$ cat src/rtl/mem_access_if.sv
// Upstream handshake, writeback payload and data-memory bus of the MIPS
// memory-access stage, bundled so the stage and its neighbours share one view.
interface mem_access_if #(
    parameter int DWIDTH   = 32,
    parameter int PC_WIDTH = 32
);
    logic                m_i_valid;
    logic                m_o_ready;
    logic [DWIDTH-1:0]   m_i_alu_value;
    logic [DWIDTH-1:0]   m_i_data_rt;
    logic [PC_WIDTH-1:0] m_i_alu_pc;
    logic                m_i_mem_read;
    logic                m_i_mem_write;
    logic [1:0]          m_i_size;
    logic                m_i_unsigned;
    logic [4:0]          m_i_rd_addr;
    logic                m_i_reg_write;

    logic                m_o_req;
    logic                m_o_we;
    logic [DWIDTH-1:0]   m_o_addr;
    logic [DWIDTH-1:0]   m_o_wdata;
    logic [3:0]          m_o_wstrb;
    logic                m_i_ack;
    logic [DWIDTH-1:0]   m_i_rdata;

    logic                m_o_valid;
    logic [DWIDTH-1:0]   m_o_wb_data;
    logic [4:0]          m_o_rd_addr;
    logic                m_o_reg_write;
    logic [PC_WIDTH-1:0] m_o_pc;
    logic                m_o_misalign;
    logic                m_o_timeout;

    // The memory stage itself
    modport slave (
        input  m_i_valid, m_i_alu_value, m_i_data_rt, m_i_alu_pc,
               m_i_mem_read, m_i_mem_write, m_i_size, m_i_unsigned,
               m_i_rd_addr, m_i_reg_write, m_i_ack, m_i_rdata,
        output m_o_ready, m_o_req, m_o_we, m_o_addr, m_o_wdata, m_o_wstrb,
               m_o_valid, m_o_wb_data, m_o_rd_addr, m_o_reg_write, m_o_pc,
               m_o_misalign, m_o_timeout
    );

    // Whatever surrounds the stage: ALU, data memory and writeback
    modport master (
        output m_i_valid, m_i_alu_value, m_i_data_rt, m_i_alu_pc,
               m_i_mem_read, m_i_mem_write, m_i_size, m_i_unsigned,
               m_i_rd_addr, m_i_reg_write, m_i_ack, m_i_rdata,
        input  m_o_ready, m_o_req, m_o_we, m_o_addr, m_o_wdata, m_o_wstrb,
               m_o_valid, m_o_wb_data, m_o_rd_addr, m_o_reg_write, m_o_pc,
               m_o_misalign, m_o_timeout
    );
endinterface

$ cat src/rtl/mem_access.sv
// MIPS memory-access stage: passes ALU results through to writeback or
// performs a byte/half/word load or store on a single-outstanding req/ack bus,
// with lane alignment, load extension, misalignment and bus timeout flags.
module mem_access #(
    parameter int DWIDTH   = 32,
    parameter int PC_WIDTH = 32,
    parameter int TIMEOUT  = 16
) (
    input logic         i_clk,
    input logic         i_rst,
    mem_access_if.slave bus
);
    localparam int CW = $clog2(TIMEOUT + 1);

    typedef enum logic [1:0] {IDLE, ACCESS, RESP} state_t;

    state_t              state, state_next;
    logic                accept, pass_thru, go_misalign, start_access;
    logic                ack_hit, timeout_hit;
    logic                is_mem, is_store, misaligned;
    logic [CW-1:0]       tcount;
    logic [1:0]          off_q, size_q;
    logic                uns_q, load_q;
    logic [PC_WIDTH-1:0] pc_q;
    logic [DWIDTH-1:0]   store_data, shifted, load_data;
    logic [3:0]          store_strb;

    assign is_mem     = bus.m_i_mem_read | bus.m_i_mem_write;
    assign is_store   = bus.m_i_mem_write;
    assign misaligned = ((bus.m_i_size == 2'b01) && bus.m_i_alu_value[0]) ||
                        (bus.m_i_size[1] && (bus.m_i_alu_value[1:0] != 2'b00));
    assign bus.m_o_ready = (state == IDLE);
    assign bus.m_o_pc    = pc_q;

    // State register; reset abandons any in-flight instruction
    always_ff @(posedge i_clk) begin
        if (i_rst) state <= IDLE;
        else       state <= state_next;
    end

    // Next state plus the one-cycle event strobes that steer the datapath
    always_comb begin
        state_next   = state;
        accept       = 1'b0;
        pass_thru    = 1'b0;
        go_misalign  = 1'b0;
        start_access = 1'b0;
        ack_hit      = 1'b0;
        timeout_hit  = 1'b0;
        case (state)
            IDLE: begin
                if (bus.m_i_valid) begin
                    accept = 1'b1;
                    if (!is_mem) begin
                        pass_thru = 1'b1;
                    end else if (misaligned) begin
                        go_misalign = 1'b1;
                        state_next  = RESP;
                    end else begin
                        start_access = 1'b1;
                        state_next   = ACCESS;
                    end
                end
            end
            ACCESS: begin
                if (bus.m_i_ack) begin
                    ack_hit    = 1'b1;
                    state_next = RESP;
                end else if (tcount == CW'(TIMEOUT - 1)) begin
                    timeout_hit = 1'b1;
                    state_next  = RESP;
                end
            end
            RESP:    state_next = IDLE;
            default: state_next = IDLE;
        endcase
    end

    // Store lane replication and strobes from size and the low address bits
    always_comb begin
        store_data = bus.m_i_data_rt;
        store_strb = 4'b1111;
        case (bus.m_i_size)
            2'b00: begin
                store_data = {4{bus.m_i_data_rt[7:0]}};
                store_strb = 4'b0001 << bus.m_i_alu_value[1:0];
            end
            2'b01: begin
                store_data = {2{bus.m_i_data_rt[15:0]}};
                store_strb = 4'b0011 << {bus.m_i_alu_value[1], 1'b0};
            end
            default: begin
                store_data = bus.m_i_data_rt;
                store_strb = 4'b1111;
            end
        endcase
    end

    // Load lane selection and sign/zero extension of the returned word
    always_comb begin
        shifted   = bus.m_i_rdata >> {off_q, 3'b000};
        load_data = bus.m_i_rdata;
        case (size_q)
            2'b00:   load_data = uns_q ? {{(DWIDTH-8){1'b0}}, shifted[7:0]}
                                       : {{(DWIDTH-8){shifted[7]}}, shifted[7:0]};
            2'b01:   load_data = uns_q ? {{(DWIDTH-16){1'b0}}, shifted[15:0]}
                                       : {{(DWIDTH-16){shifted[15]}}, shifted[15:0]};
            default: load_data = bus.m_i_rdata;
        endcase
    end

    // Bus request, timeout counter and writeback payload registers
    always_ff @(posedge i_clk) begin
        if (i_rst) begin
            bus.m_o_req       <= 1'b0;
            bus.m_o_we        <= 1'b0;
            bus.m_o_addr      <= '0;
            bus.m_o_wdata     <= '0;
            bus.m_o_wstrb     <= '0;
            bus.m_o_valid     <= 1'b0;
            bus.m_o_wb_data   <= '0;
            bus.m_o_rd_addr   <= '0;
            bus.m_o_reg_write <= 1'b0;
            bus.m_o_misalign  <= 1'b0;
            bus.m_o_timeout   <= 1'b0;
            pc_q              <= '0;
            tcount            <= '0;
            off_q             <= '0;
            size_q            <= '0;
            uns_q             <= 1'b0;
            load_q            <= 1'b0;
        end else begin
            bus.m_o_valid <= pass_thru | go_misalign | ack_hit | timeout_hit;
            if (accept) begin
                bus.m_o_rd_addr  <= bus.m_i_rd_addr;
                bus.m_o_wb_data  <= bus.m_i_alu_value;
                bus.m_o_misalign <= 1'b0;
                bus.m_o_timeout  <= 1'b0;
                pc_q             <= bus.m_i_alu_pc;
            end
            if (pass_thru) begin
                bus.m_o_reg_write <= bus.m_i_reg_write;
            end
            if (go_misalign) begin
                bus.m_o_misalign  <= 1'b1;
                bus.m_o_reg_write <= 1'b0;
            end
            if (start_access) begin
                bus.m_o_req       <= 1'b1;
                bus.m_o_we        <= is_store;
                bus.m_o_addr      <= {bus.m_i_alu_value[DWIDTH-1:2], 2'b00};
                bus.m_o_wdata     <= store_data;
                bus.m_o_wstrb     <= store_strb;
                bus.m_o_reg_write <= is_store ? 1'b0 : bus.m_i_reg_write;
                off_q             <= bus.m_i_alu_value[1:0];
                size_q            <= bus.m_i_size;
                uns_q             <= bus.m_i_unsigned;
                load_q            <= ~is_store;
                tcount            <= '0;
            end
            if (ack_hit) begin
                bus.m_o_req <= 1'b0;
                bus.m_o_we  <= 1'b0;
                if (load_q) bus.m_o_wb_data <= load_data;
            end else if (timeout_hit) begin
                bus.m_o_req       <= 1'b0;
                bus.m_o_we        <= 1'b0;
                bus.m_o_timeout   <= 1'b1;
                bus.m_o_reg_write <= 1'b0;
            end else if (state == ACCESS) begin
                tcount <= tcount + 1'b1;
            end
        end
    end
endmodule

$ cat src/flat_wrapper.sv
// flat-port wrapper written by rule: the top's interface ports become plain ports
module mem_access_flat 
#(
    parameter int DWIDTH   = 32,
    parameter int PC_WIDTH = 32,
    parameter int TIMEOUT  = 16
)
  (i_clk, i_rst, bus_m_i_valid, bus_m_i_alu_value, bus_m_i_data_rt, bus_m_i_alu_pc, bus_m_i_mem_read, bus_m_i_mem_write, bus_m_i_size, bus_m_i_unsigned, bus_m_i_rd_addr, bus_m_i_reg_write, bus_m_i_ack, bus_m_i_rdata, bus_m_o_ready, bus_m_o_req, bus_m_o_we, bus_m_o_addr, bus_m_o_wdata, bus_m_o_wstrb, bus_m_o_valid, bus_m_o_wb_data, bus_m_o_rd_addr, bus_m_o_reg_write, bus_m_o_pc, bus_m_o_misalign, bus_m_o_timeout);
  mem_access_if #(.DWIDTH(DWIDTH), .PC_WIDTH(PC_WIDTH)) bus_i ();
  input logic i_clk;
  input logic i_rst;
  input wire logic [$bits(bus_i.m_i_valid)-1:0] bus_m_i_valid;
  input wire logic [$bits(bus_i.m_i_alu_value)-1:0] bus_m_i_alu_value;
  input wire logic [$bits(bus_i.m_i_data_rt)-1:0] bus_m_i_data_rt;
  input wire logic [$bits(bus_i.m_i_alu_pc)-1:0] bus_m_i_alu_pc;
  input wire logic [$bits(bus_i.m_i_mem_read)-1:0] bus_m_i_mem_read;
  input wire logic [$bits(bus_i.m_i_mem_write)-1:0] bus_m_i_mem_write;
  input wire logic [$bits(bus_i.m_i_size)-1:0] bus_m_i_size;
  input wire logic [$bits(bus_i.m_i_unsigned)-1:0] bus_m_i_unsigned;
  input wire logic [$bits(bus_i.m_i_rd_addr)-1:0] bus_m_i_rd_addr;
  input wire logic [$bits(bus_i.m_i_reg_write)-1:0] bus_m_i_reg_write;
  input wire logic [$bits(bus_i.m_i_ack)-1:0] bus_m_i_ack;
  input wire logic [$bits(bus_i.m_i_rdata)-1:0] bus_m_i_rdata;
  output wire logic [$bits(bus_i.m_o_ready)-1:0] bus_m_o_ready;
  output wire logic [$bits(bus_i.m_o_req)-1:0] bus_m_o_req;
  output wire logic [$bits(bus_i.m_o_we)-1:0] bus_m_o_we;
  output wire logic [$bits(bus_i.m_o_addr)-1:0] bus_m_o_addr;
  output wire logic [$bits(bus_i.m_o_wdata)-1:0] bus_m_o_wdata;
  output wire logic [$bits(bus_i.m_o_wstrb)-1:0] bus_m_o_wstrb;
  output wire logic [$bits(bus_i.m_o_valid)-1:0] bus_m_o_valid;
  output wire logic [$bits(bus_i.m_o_wb_data)-1:0] bus_m_o_wb_data;
  output wire logic [$bits(bus_i.m_o_rd_addr)-1:0] bus_m_o_rd_addr;
  output wire logic [$bits(bus_i.m_o_reg_write)-1:0] bus_m_o_reg_write;
  output wire logic [$bits(bus_i.m_o_pc)-1:0] bus_m_o_pc;
  output wire logic [$bits(bus_i.m_o_misalign)-1:0] bus_m_o_misalign;
  output wire logic [$bits(bus_i.m_o_timeout)-1:0] bus_m_o_timeout;
  assign bus_i.m_i_valid = bus_m_i_valid;
  assign bus_i.m_i_alu_value = bus_m_i_alu_value;
  assign bus_i.m_i_data_rt = bus_m_i_data_rt;
  assign bus_i.m_i_alu_pc = bus_m_i_alu_pc;
  assign bus_i.m_i_mem_read = bus_m_i_mem_read;
  assign bus_i.m_i_mem_write = bus_m_i_mem_write;
  assign bus_i.m_i_size = bus_m_i_size;
  assign bus_i.m_i_unsigned = bus_m_i_unsigned;
  assign bus_i.m_i_rd_addr = bus_m_i_rd_addr;
  assign bus_i.m_i_reg_write = bus_m_i_reg_write;
  assign bus_i.m_i_ack = bus_m_i_ack;
  assign bus_i.m_i_rdata = bus_m_i_rdata;
  assign bus_m_o_ready = bus_i.m_o_ready;
  assign bus_m_o_req = bus_i.m_o_req;
  assign bus_m_o_we = bus_i.m_o_we;
  assign bus_m_o_addr = bus_i.m_o_addr;
  assign bus_m_o_wdata = bus_i.m_o_wdata;
  assign bus_m_o_wstrb = bus_i.m_o_wstrb;
  assign bus_m_o_valid = bus_i.m_o_valid;
  assign bus_m_o_wb_data = bus_i.m_o_wb_data;
  assign bus_m_o_rd_addr = bus_i.m_o_rd_addr;
  assign bus_m_o_reg_write = bus_i.m_o_reg_write;
  assign bus_m_o_pc = bus_i.m_o_pc;
  assign bus_m_o_misalign = bus_i.m_o_misalign;
  assign bus_m_o_timeout = bus_i.m_o_timeout;
  mem_access #(.DWIDTH(DWIDTH), .PC_WIDTH(PC_WIDTH), .TIMEOUT(TIMEOUT)) u_core (.i_clk(i_clk), .i_rst(i_rst), .bus(bus_i));
endmodule
$ cat config.mk
export PLATFORM = sky130hd
export DESIGN_NAME = mem_access_flat
export DESIGN_NICKNAME = d
export VERILOG_FILES = /design/src/rtl/mem_access_if.sv /design/src/rtl/mem_access.sv /design/src/flat_wrapper.sv
export SDC_FILE = /design/constraint.sdc
export NUM_CORES = 1
export LEC_CHECK = 0
export BUFFER_PORTS_ARGS = -buffer_cell sky130_fd_sc_hd__buf_2
export CAP_MARGIN = 20
export CORE_MARGIN = 2
export CORE_UTILIZATION = 43
export DETAILED_ROUTE_END_ITERATION = 16
export GPL_ROUTABILITY_DRIVEN = 0
export PLACE_DENSITY = 0.76
export REMOVE_ABC_BUFFERS = 1
export SYNTH_ARGS = -nofsm -noshare
export SYNTH_HDL_FRONTEND = slang
export SYNTH_SLANG_ARGS = --single-unit
export TNS_END_PERCENT = 50
$ cat constraint.sdc
create_clock -name i_clk -period 1.8 [get_ports i_clk]
set_input_delay 0.18 -clock i_clk [delete_from_list [all_inputs] [get_ports i_clk]]
set_output_delay 0.18 -clock i_clk [all_outputs]
set_load 0.01 [all_outputs]
==> results of run 1 <==
-- critical path, delay by kind of cell, from the launching register on --
kind | cells | cell delay (ns)
compound gates | 1 | 0.12
fa+ha+maj | 2 | 0.31
flops | 1 | 0.34
simple gates | 3 | 1.04
-- worst max-delay path by stage --
stage	end	slack, ns	from
finish	u_core.tcount[3]	-0.08	u_core.tcount[0]
global route	u_core.tcount[3]	-0.13	u_core.tcount[0]
CTS	u_core.tcount[3]	-0.16	u_core.tcount[1]
detailed placement	u_core.tcount[3]	-0.22	u_core.tcount[0]
global placement	u_core.tcount[3]	-0.20	u_core.tcount[0]
floorplan	u_core.bus.m_o_wstrb[2]	-7.87	u_core.state[0]
-- registers in the layout, indices dropped and copies added, names as in the netlist --
| signal | count |
|---|---|
| u_core.bus.m_o_pc | 32 |
| u_core.bus.m_o_wb_data | 32 |
| u_core.bus.m_o_wdata | 32 |
| u_core.bus.m_o_addr | 30 |
| u_core.bus.m_o_rd_addr | 5 |
| u_core.tcount | 5 |
| u_core.bus.m_o_wstrb | 4 |
| u_core.off_q | 2 |
| u_core.size_q | 2 |
| u_core.state | 2 |
| u_core.bus.m_o_misalign | 1 |
| u_core.bus.m_o_reg_write | 1 |
| u_core.bus.m_o_req | 1 |
| u_core.bus.m_o_timeout | 1 |
| u_core.bus.m_o_valid | 1 |
| u_core.bus.m_o_we | 1 |
| u_core.load_q | 1 |
| u_core.uns_q | 1 |
-- through the flow --
step | cells | utilization | setup slack, ns | area [sq um] | power, mW
2_1_floorplan | 730 | - | -7.868 | 6350 | 4.524
3_3_place_gp | 1244 | 0.5570 | -0.1963 | 8437 | 5.211
3_5_place_dp | 1244 | 0.5570 | -0.2243 | 8437 | 5.237
4_1_cts | 1311 | 0.6222 | -0.1580 | 9424 | 8.921
5_1_grt | 1312 | 0.6245 | -0.1313 | 9458 | 9.246
6_report | 1312 | 0.6245 | -0.07547 | 9458 | 8.856
-- report_power, final --
group	total (mW)	switching [mW]	internal [mW]	leakage, nW
sequential	3.74	0.113	3.63	1.26
combinational	1.49	0.828	0.663	2.69
clock	3.62	1.51	2.11	0.282
-- cell families after synthesis --
kind of cell             after synthesis  synth area share
other                                  1         0.0005629
flip-flops                           154            0.4628
AND/OR/NAND/NOR                      287            0.1788
adder cells (fa/ha/maj)                2          0.003756
AO/OA/AOI/OAI                        213            0.2040
multiplexers                          65           0.09880
buffers and inverters                 74           0.05128
-- routing by layer --
layer / GRT usage / vias to the layer above / share of wire
met1: 0.3123 / 3182 / 0.43
met2: 0.4334 / 234 / 0.49
met5: 0 / - / 0
li1: - / 3422 / -
met3: 0.06486 / 24 / 0.063
met4: 0.06917 / 0 / 0.017
-- synth_stat cells (8+ instances only) --
cell	n	area share
nand2_1	214	0.12
dfxtp_1	154	0.46
a21oi_1	104	0.078
mux2i_1	59	0.089
clkbuf_1	36	0.020
nor2_1	33	0.019
o211ai_1	24	0.027
buf_2	21	0.016
a221oi_1	14	0.018
a211oi_1	12	0.014
o21ai_0	12	0.0090
a311oi_1	11	0.014
o22ai_1	8	0.0075
o2bb2ai_1	8	0.011
-- repair_timing --
item	4_1_cts	5_1_grt
hold buffers	33	1
pin swaps	6	4
setup buffers	2	0
resized for setup	9	3
setup endpoints to repair	6	7
hold endpoints to repair	33	1
-- layout by cell type (no fill, tap or decap), drive strengths merged, types with 12 or more instances in the layout --
| cell | n |
|---|---|
| clkbuf | 18 |
| o211ai | 25 |
| a211oi | 12 |
| a21oi | 105 |
| mux2i | 59 |
| nor2 | 34 |
| nand2 | 214 |
| buf | 328 |
| dlygate4sd3 | 34 |
| dfxtp | 154 |
| a221oi | 14 |
| o21ai | 13 |
-- layout make-up --
cell class / instances / area, sq um / area share
sequential: 154 / 3085 / 0.3262
inverter: 7 / 26.28 / 0.002778
tap: 188 / 235.2 / 0.02487
clock buffer: 18 / 439.2 / 0.04643
multi-input combinational: 569 / 3331 / 0.3522
timing repair buffer: 362 / 2182 / 0.2307
clock inverter: 14 / 158.9 / 0.01680
==> summary.txt, run 1 <==
Yosys
  – Seq/Total Area, Yosys: 0.4628
  – Number of distinct library cells after synthesis: 50
  – YS warnings: 0
  – Mapped Cells: approximately 800
  – Post-synth EDFFs: 0
  – Post-synthesis register bit count: between 150 and 200
  – Top_reg_cell synth: dfxtp_1
  – Synth async-reset ratio: 0
  – Avg Inst Size Synth: approximately 8.4 sq um
  – Synthesized area: 6661 sq um

Timing
  – Post-layout min period: ~1.9 ns
  – RSZ-0062 raised after global routing: true
  – Setup violations, final: 4
  – Fin. Hold Viols: 0
  – Fmax: around 530 MHz
  – Setup TNS: -0.1517 ns
  – Part of the cycle the worst path needs: 1.042
  – Final worst slack: -0.07547 ns
  – Hold slack: about 0.015 ns
  – Clock Skew: between 0.01 and 0.015 ns
  – Fin. max-slew vios: 0

Setup path
  – CP Launch Type: register
  – Worst Path Max Fanout: 4
  – Critical Path AT: 2.22 ns
  – CP Cell Sequence: ha_4 > and3_4 > ha_4 > or4b_4 > or3_1 > a31oi_1
  – Type of destination of the critical path: register
  – Required time of the critical path: ~2.1 ns
  – Reg2reg start: u_core.tcount[0]
  – R2R cell count: 6
  – Critical Path Max Stage Delay: 0.51 ns
  – R2r endpoint: u_core.tcount[3]
  – R2R setup slack: -0.08 ns
  – Slowest CP cell: or4b_4
  – Crit Path Category: reg2reg
  – Top cell by count, worst path: ha_4

Job
  – Max-cap viol count: 0

Global routing
  – Initial antenna violation count: 0
  – Grt ovf: 0
  – Vias in the first global route: between 6000 and 7000
  – Overall Global Routing Usage: 0.2514
  – Largest net degree at the start of global routing: 45
  – First-pass GRT wire length: between 30000 and 40000 um

Die
  – Die area: 16500 sq um
  – CORE AREA: between 15000 and 20000 sq um
  – Die width: between 100 and 150 um
  – Chip height: between 100 and 150 um
  – Io pins: about 290
  – Initial Utilization: 0.4398
  – Std cell rows: 45

Place
  – Port bufs: approximately 280
  – DP HPWL: 15000 um

Cells and area
  – ANT cells: 0
  – Layout filler cell count: around 1300
  – Share of cells above drive strength 1: 0.3407
  – Area grow syn2layout: 41.98%
  – Net count, final: around 1300

Routing
  – DR DRC count: 0
  – Drt total wl: 21260 um
  – WL per Instance: about 16 um
  – DR vias/cell: between 5 and 6
  – Detailed Routing Iterations Pass 1: 4
  – DR iter-0 viols: 397
  – Vias: just under 7000
  – Final ANT Viol Nets: 0

Min path
  – Worst hold path class: in2reg
  – Hold EP: u_core.bus.m_o_addr[2]
  – Hold Path Stages: 3
  – Hold Startpoint: bus_m_i_alu_value[2]

Clocking
  – CTS sink count: between 150 and 200
  – Maximum root-to-sink buffer count: 2
  – Reg clk slew, reported paths: roughly 0.07 ns
  – H-tree depth: 4
  – Skew-Pair Late Insertion Delay: around 0.42 ns
  – Root Driver: clkbuf_16
  – CTS tree: yes
  – Cts bufs inserted: 17

Power and ir drop
  – Peak supply drop: approximately 0.00073 V
  – P per Cell Area: between 900 and 1000 nW/um^2
  – Leakage: 4.232 nW

Outcome
  – Failing checks: negative setup slack
  – Outcome: finished with violations
(Power assumes the default switching activity.)
==> run 2, diff against run 1 <==
--- a/config.mk
+++ b/config.mk
@@ -14,6 +14,6 @@
 export PLACE_DENSITY = 0.76
 export REMOVE_ABC_BUFFERS = 1
+export SETUP_SLACK_MARGIN = 0.05
 export SYNTH_ARGS = -nofsm -noshare
 export SYNTH_HDL_FRONTEND = slang
 export SYNTH_SLANG_ARGS = --single-unit
-export TNS_END_PERCENT = 50
==> constraint.sdc (replaced) <==
create_clock -name i_clk -period 1.8 [get_ports i_clk]
set_input_delay 0.09 -clock i_clk [delete_from_list [all_inputs] [get_ports i_clk]]
set_output_delay 0.09 -clock i_clk [all_outputs]
set_load 0.01 [all_outputs]
==> run 2 against run 1 <==
Net effect:
- non-clock buffer count rose by 85
- maximum frequency fell by 2.4%
- sequential power barely moved
- clock-buffer cell count did not move
- clock power rose by 6.4%
- die area did not move
- the flow still finishes with violations (negative setup slack)
- flip-flop and latch count did not move
- routed wire length rose by 12%
- total power rose by 4.6%
==> summary.txt, run 2 (synthesis gave the netlist of run 1 again) <==
Outcome
  – Outcome: finished with violations
  – Failing checks: negative setup slack

Setup path
  – Critical Path AT: 2.26 ns
  – Top cell by count, worst path: ha_4
  – Worst Path Max Fanout: 3
  – R2R setup slack: -0.12 ns
  – CP Launch Type: register
  – R2R cell count: 6
  – CP Cell Sequence: ha_4 > and3_4 > ha_4 > or4b_4 > or3_1 > a31oi_1
  – CP Capture Point: u_core.tcount[3]
  – Required time of the critical path: 2.14 ns
  – Type of destination of the critical path: register
  – Critical Path Max Stage Delay: 0.50 ns
  – R2r endpoint: u_core.tcount[3]
  – Crit Path Category: reg2reg
  – Reg2reg start: u_core.tcount[0]
  – Worst setup path startpoint: u_core.tcount[0]
  – Slowest CP cell: or4b_4

Clocking
  – Maximum root-to-sink buffer count: 2
  – Skew-Pair Late Insertion Delay: 0.42 ns
  – Reg clk slew, reported paths: approximately 0.06 ns
  – Root Driver: clkbuf_16
  – H-tree depth: 4
  – Cts bufs inserted: 17
  – CTS tree: yes
  – CTS sink count: 154

Die
  – Io pins: around 290
  – Die area: approximately 17000 sq um
  – CORE AREA: about 15000 sq um
  – Chip height: roughly 130 um
  – Die width: 128.5 um
  – Initial Utilization: 0.4398
  – Std cell rows: between 40 and 50

Power and ir drop
  – P per Cell Area: between 800 and 900 nW/um^2
  – Seq pwr share: 0.404
  – Total power: 9.263 mW
  – Clock share of power: 0.416
  – Switch Pwr: around 2.5 mW
  – Internal: between 6 and 7 mW
  – Leakage: 4.611 nW
  – Peak supply drop: between 0.0006 and 0.0007 V
  – Combinational Power Share: 0.180
  – Sw frac: 0.2687

Global routing
  – Grt ovf: 0
  – Overall Global Routing Usage: 0.2793
  – Initial antenna violation count: 0
  – Largest net degree at the start of global routing: 94
  – Vias in the first global route: 7273
  – First-pass GRT wire length: 36560 um

Routing
  – DR iter-0 viols: just under 500
  – DR vias/cell: 5.353
  – DR DRC count: 0
  – Final ANT Viol Nets: 0
  – WL per Instance: 17.02 um
  – Drt total wl: 23770 um
  – Vias: between 7000 and 8000
  – Detailed Routing Iterations Pass 1: 5

Timing
  – Fin. Hold Viols: 0
  – Max-slew headroom at the worst pin: 0.6185
  – Setup violations, final: 6
  – Setup TNS: -0.5285 ns
  – Worst-margin pin slew: roughly 0.57 ns
  – Final worst slack: -0.1213 ns
  – Part of the cycle the worst path needs: 1.067
  – RSZ-0062 raised after global routing: true
  – Fmax: 520.5 MHz
  – Clock Skew: roughly 0.0074 ns
  – Post-layout min period: about 1.9 ns
  – Fin. max-slew vios: 0

Cells and area
  – Commonest cells after routing, fill and taps aside: 283 x buf_2, 214 x nand2_1, 152 x dfxtp_1
  – Net count, final: roughly 1300
  – Area grow syn2layout: 55.30%
  – Most common library cell in the layout ignoring fill and taps: buf_2
  – Share of cells above drive strength 1: 0.3212

Place
  – Post-Place Setup Slack: -0.2533 ns
  – Port bufs: around 280
  – DP HPWL: 14990 um

Min path
  – Worst hold path class: in2reg

Job
  – Max-cap viol count: 0
[run 2: what timing repair did]
action	4_1_cts	5_1_grt
setup endpoints to repair	6	27
pin swaps	5	5
resized for setup	12	5
buffers inserted	2	3
hold buffers	116	0
endpoints found under the hold margin	120	0
[run 2: worst max-delay path: cells and delay by family, from the launching register on]
family	cells	cell delay, ns
adder cells (fa/ha/maj)	2	0.32
AND/OR/NAND/NOR	3	1.06
AO/OA/AOI/OAI	1	0.14
flip-flops	1	0.34
[run 2: worst min path at each step]
stage | endpoint | start | cells past startpoint
global route | u_core.bus.m_o_wdata[22] | bus_m_i_data_rt[22] | 3
finish | u_core.bus.m_o_wb_data[1] | bus_m_i_rdata[1] | 3
floorplan | u_core.bus.m_o_addr[10] | i_rst | 1
global placement | u_core.bus.m_o_pc[29] | bus_m_i_alu_pc[29] | 3
CTS | u_core.bus.m_o_wb_data[5] | bus_m_i_rdata[5] | 3
detailed placement | u_core.bus.m_o_pc[12] | bus_m_i_alu_pc[12] | 3
[run 2: power by group through the flow]
stage / Combinational (mW) / Sequential (mW) / Clock (mW)
after CTS: 1.63 / 3.74 / 3.90
after global routing: 1.80 / 3.77 / 4.05
final: 1.66 / 3.74 / 3.85
after detailed placement: 1.42 / 3.81 / 0
after global placement: 1.41 / 3.80 / 0
after floorplan: 0.600 / 3.92 / 0
[run 2: metrics by stage]
step | instance area (sq um) | hold slack, ns | instances | utilization
final | 10340 | 0.01351 | 1397 | 0.6830
after global routing | 10340 | 0.007370 | 1396 | 0.6829
after CTS | 10290 | 0.0001386 | 1393 | 0.6797
after detailed placement | 8424 | 0.3372 | 1244 | 0.5562
after global placement | 8424 | 0.3304 | 1244 | 0.5562
after floorplan | 6350 | 0.1591 | 730 | -
[run 2: area by class of cell]
class,count,area (sq um)
Antenna cell,1,2.502
Clock buffer,18,439.2
Clock inverter,13,192.7
Fill cell,1172,4801
Inverter,7,26.28
Multi-Input combinational cell,569,3343
Sequential cell,154,3085
Tap cell,188,235.2
Timing Repair Buffer,447,3020
[run 2: layer usage]
metal  global-route usage  share of wire
met1               0.3287           0.40
met2               0.4765           0.49
met3              0.06819          0.067
met4               0.1383          0.038
met5                    0              0
